`src/rtl/audio_i2s_out.sv`:
```
// PSG + PCM stereo mixer with saturation, and an I2S serialiser with a fixed
// 512-clk frame (BCK = clk/8, 64 BCK per frame, 32-bit slots, 16-bit data).
module audio_i2s_out (
  input  logic        clk,
  input  logic        rst,
  input  logic [15:0] psg_left,
  input  logic [15:0] psg_right,
  input  logic [15:0] pcm_left,
  input  logic [15:0] pcm_right,
  input  logic        mute,
  output logic        next_sample,
  output logic        i2s_lrck,
  output logic        i2s_bck,
  output logic        i2s_data
);

  // A 17-bit sum whose top two bits disagree has left the 16-bit signed range.
  function automatic logic [15:0] sat_add16(input logic [15:0] a, input logic [15:0] b);
    logic [16:0] sum;
    logic [15:0] res;
    sum = {a[15], a} + {b[15], b};
    case (sum[16:15])
      2'b01:   res = 16'h7FFF;
      2'b10:   res = 16'h8000;
      default: res = sum[15:0];
    endcase
    return res;
  endfunction

  logic [8:0]  cnt_r;
  logic [15:0] mix_l_r;
  logic [15:0] mix_r_r;
  logic [63:0] shift_r;
  logic        next_sample_r;

  logic        latch_s;
  logic        load_s;
  logic        shift_en_s;
  logic [15:0] mix_l_s;
  logic [15:0] mix_r_s;
  logic [63:0] frame_s;

  assign latch_s    = (cnt_r == 9'd510);
  assign load_s     = (cnt_r == 9'd511);
  assign shift_en_s = (cnt_r[2:0] == 3'd7) && !load_s;

  // Saturated mix, forced to silence when muted.
  always_comb begin
    mix_l_s = 16'h0000;
    mix_r_s = 16'h0000;
    if (mute) begin
      mix_l_s = 16'h0000;
      mix_r_s = 16'h0000;
    end else begin
      mix_l_s = sat_add16(psg_left, pcm_left);
      mix_r_s = sat_add16(psg_right, pcm_right);
    end
  end

  // Each 32-bit slot: one-BCK delay bit, 16 data bits MSB first, zero pad.
  assign frame_s = {1'b0, mix_l_r, 15'h0000, 1'b0, mix_r_r, 15'h0000};

  // Free-running frame counter; wraps 511 -> 0 with no gaps.
  always_ff @(posedge clk or posedge rst) begin
    if (rst) begin
      cnt_r <= 9'd0;
    end else begin
      cnt_r <= cnt_r + 9'd1;
    end
  end

  // Capture the mixed samples once per frame, one clk before frame load.
  always_ff @(posedge clk or posedge rst) begin
    if (rst) begin
      mix_l_r <= 16'h0000;
      mix_r_r <= 16'h0000;
    end else if (latch_s) begin
      mix_l_r <= mix_l_s;
      mix_r_r <= mix_r_s;
    end else begin
      mix_l_r <= mix_l_r;
      mix_r_r <= mix_r_r;
    end
  end

  // Frame shift register: load at wrap, shift at the end of every BCK period.
  always_ff @(posedge clk or posedge rst) begin
    if (rst) begin
      shift_r <= 64'h0;
    end else if (load_s) begin
      shift_r <= frame_s;
    end else if (shift_en_s) begin
      shift_r <= {shift_r[62:0], 1'b0};
    end else begin
      shift_r <= shift_r;
    end
  end

  // Sample strobe is high exactly while cnt is 511.
  always_ff @(posedge clk or posedge rst) begin
    if (rst) begin
      next_sample_r <= 1'b0;
    end else begin
      next_sample_r <= latch_s;
    end
  end

  assign next_sample = next_sample_r;
  assign i2s_lrck    = cnt_r[8];
  assign i2s_bck     = cnt_r[2];
  assign i2s_data    = shift_r[63];

endmodule

```
`config.mk`:
```
export PLATFORM = sky130hd
export DESIGN_NAME = audio_i2s_out
export DESIGN_NICKNAME = d
export VERILOG_FILES = /design/src/rtl/audio_i2s_out.sv
export SDC_FILE = /design/constraint.sdc
export NUM_CORES = 1
export LEC_CHECK = 0
export BUFFER_PORTS_ARGS = -buffer_cell sky130_fd_sc_hd__buf_2
export CORE_MARGIN = 5
export CORE_UTILIZATION = 50
export CTS_BUF_LIST = sky130_fd_sc_hd__clkbuf_8
export DETAILED_ROUTE_END_ITERATION = 10
export PLACE_DENSITY = 0.75
export SLEW_MARGIN = 5
export SYNTH_ARGS = -nofsm -noshare
export SYNTH_HDL_FRONTEND = slang
export SYNTH_SLANG_ARGS = --single-unit
```
`constraint.sdc`:
```
create_clock -name clk -period 4.78 [get_ports clk]
set_input_delay 0.717 -clock clk [delete_from_list [all_inputs] [get_ports clk]]
set_output_delay 0.717 -clock clk [all_outputs]
set_load 0.02 [all_outputs]
```
==> flow_summary.json <==
{
  "async_reset_ff_share_pct": 100,
  "grt_usage_pct": 17.3,
  "layout_commonest_cell": "dfrtp_1",
  "final_nets": 732,
  "rsz0062_at_grt": "false",
  "coreArea_mm2": 0.0108,
  "cp_cell_sequence": "buf_2 -> ha_1 -> fa_1 -> a211o_1 -> nand3_1 -> nand3b_1 -> a2111oi_2 -> nor3b_1 -> o22a_1 -> ha_1 -> inv_1 -> or3_1 -> a21oi_1 -> nor4_1 -> o31ai_1",
  "critPathArrivalTime_ns": 4.36,
  "synth_mux_area_share_pct": 9.43,
  "p_per_area_mw_per_mm2": 306,
  "cp_num_buf_inv": 2,
  "hold_class": "input port to async pin",
  "maxSlewViolCount": 0,
  "grt_pass1_wl_mm": 19.0,
  "die_h_um": 115,
  "multiInputGateArea_mm2": 0.00308,
  "place_hpwl_mm": 8.28,
  "place_congestion": 0.878,
  "num_vias": 4246,
  "cpMaxStageDelayCell": "ha_1",
  "cp.required_ns": 5.04,
  "root_buffer": "clkbuf_8",
  "clkLatencyLatePin_ns": 0.36,
  "diodes": 0,
  "io_buffers": 70,
  "synth_edf_count": 0,
  "max_cap_violations": 0,
  "utilization_pct": 57.7,
  "slowest_delay_ns": 0.62,
  "yosysSeqAreaShare_pct": 41.2,
  "drtAntennaViolNets": 0,
  "yosys_register_bits": 91,
  "cts_buffer_depth": 2,
  "final.setup.tns_ns": 0,
  "dr.pass1.iters": 5,
  "synth_compound_area_share_pct": 19.5,
  "cp-start-kind": "input port",
  "holdBufCountCts": 0,
  "ff_latch_area_mm2": 0.00228,
  "yosys.area_share.simple_pct": 12.8,
  "grt_pass1_vias": 4257,
  "post_synth.cell_area_avg_um2": 9.79,
  "power_leakage_nw": 2.86,
  "grt_start_max_net_pins": 82,
  "syn_area_mm2": 0.00553,
  "crit_family": "compound AO/OA/AOI/OAI gates",
  "worst_pin_slew_ns": 0.758,
  "post_synth_inst_count": 565,
  "fin_worst_skew_ns": 0.00820,
  "rows": 38,
  "ys.flop_type": "dfrtp_1",
  "final_cell_mix": "dfrtp_1, nand2_1, buf_2",
  "start_util_pct": 51.0,
  "setup_violations": 0,
  "cts_tree": "built",
  "period_needed_ns": 4.10,
  "hold_ws_ns": 0.452,
  "crit_fanout": 19,
  "io-pin-count": 71,
  "synth_top_family_by_area": "compound AO/OA/AOI/OAI gates",
  "period_share_pct": 85.9,
  "yosysTopAreaCellShare_pct": 41.2,
  "worst_ir_drop_vdd_v": 0.000137,
  "syn_nets": 674,
  "clock_sinks": 91,
  "antenna_found_initial": 0,
  "path_common_cell": "ha_1",
  "cts_buffers": 9,
  "synth-xor-area-share_pct": 4.12,
  "nFillCells": 971,
  "post-cts-setup-buffers": 0,
  "hold_violations": 0,
  "ys_top_cells_by_area": "dfrtp_1, mux2i_1, ha_1, nand2_1, o21ai_0",
  "worstSetupPathType": "input port to flop",
  "drt-wirelength-per-cell_um": 14.3,
  "yosysWarnings": 0,
  "drive_gt1_share_pct": 17.1,
  "overflow": 0,
  "routed_wl_mm": 11.0,
  "p_total_mw": 1.91,
  "synth_adder_area_share_pct": 9.77,
  "ctsResizeCount": 0,
  "drc_errors": 0,
  "htree_levels": 3,
  "vias_per_cell": 5.54,
  "path_clk_slew_ns": 0.08,
  "die_x_um": 115,
  "max_slew_margin_pct": 49.5,
  "synth_cell_types": 59,
  "synth_top_area_cell": "dfrtp_1",
  "fmax_mhz": 244,
  "endpoint_kind": "flop",
  "dr.first_iter.drc_count": 267,
  "status": "finished, final reports clean",
  "dieArea_mm2": 0.0133,
  "syn_to_final_growth_pct": 13.1
}
-- synthesized netlist by cell type, drive strengths merged, types with 3 or more instances --
master	number
nor3	5
a211oi	4
nand4	5
xor2	13
nand2	71
o21ai	52
a22o	14
a21oi	28
nand2b	3
o211ai	3
nand3b	3
o31ai	5
a31oi	4
a221o	4
a21o	9
o21a	7
nor4	3
xnor2	13
inv	17
buf	8
o21bai	4
and2	3
o2111ai	3
nor2	33
a21boi	4
ha	40
mux2i	51
clkbuf	21
dfrtp	91
nand3	18
-- routing by layer --
metal / track usage, % / routed length, um
met5: 0 / 0
met1: 24.3 / 5330
met4: 5.56 / 141
met3: 3.00 / 428
met2: 27.5 / 5060
-- worst reg2reg max path: stages, from the launching register on --
cell and delay [ns]:
dfrtp_1 0.37, inv_1 0.06, ha_1 0.20, nand4_1 0.08, or2_1 0.48, buf_4 0.41
nor3_2 0.10, buf_4 0.20, nand2_1 0.08, mux2i_1 0.07, a211o_1 0.27
-- flip-flops by register name (all words and copies together) (netlist names) --
| register | count |
|---|---|
| next_sample | 1 |
| cnt_r | 9 |
| mix_l_r | 16 |
| mix_r_r | 16 |
| shift_r | 49 |
-- cell type report --
type / instances / area share [%]
Timing Repair Buffer: 76 / 6.32
Sequential cell: 91 / 36.4
Clock inverter: 5 / 2.00
Inverter: 17 / 1.04
Clock buffer: 10 / 2.20
Tap cell: 140 / 2.80
Multi-Input combinational cell: 428 / 49.2
-- kinds of logic after synthesis --
family / Yosys count
multiplexers: 52
XOR/XNOR: 26
adder cells (fa/ha/maj): 42
buffers and inverters: 46
AO/OA/AOI/OAI: 154
AND/OR/NAND/NOR: 154
flip-flops: 91
-- worst paths after layout --
| kind | start | end | slack (ns) | cells after the start |
|---|---|---|---|---|
| max reg2reg | cnt_r[0] | mix_l_r[12] | 2.36 | 10 |
| min reg2reg | cnt_r[0] | cnt_r[0] | 0.47 | 1 |
| min | rst | cnt_r[5] | 0.45 | 2 |
| max | psg_right[0] | mix_r_r[15] | 0.68 | 15 |
| max in group asynchronous | rst | mix_r_r[15] | 3.30 | 3 |
| min in group clk | cnt_r[0] | cnt_r[0] | 0.47 | 1 |
-- where the power goes --
group	switching [mW]	total [mW]	internal, mW
logic	0.226	0.400	0.173
clock network	0.251	0.661	0.410
registers	0.0338	0.854	0.820
total	0.511	1.91	1.40
-- stage by stage --
| step | std cells | setup slack [ns] | cell area, um^2 |
|---|---|---|---|
| 3_5_place_dp | 752 | 0.360 | 5990 |
| 3_3_place_gp | 752 | 0.478 | 5990 |
| 2_1_floorplan | 565 | 0.838 | 5530 |
| 5_1_grt | 767 | 0.423 | 6250 |
| 6_report | 767 | 0.676 | 6250 |
| 4_1_cts | 767 | 0.710 | 6250 |
Power figures use the tool's default switching activity.
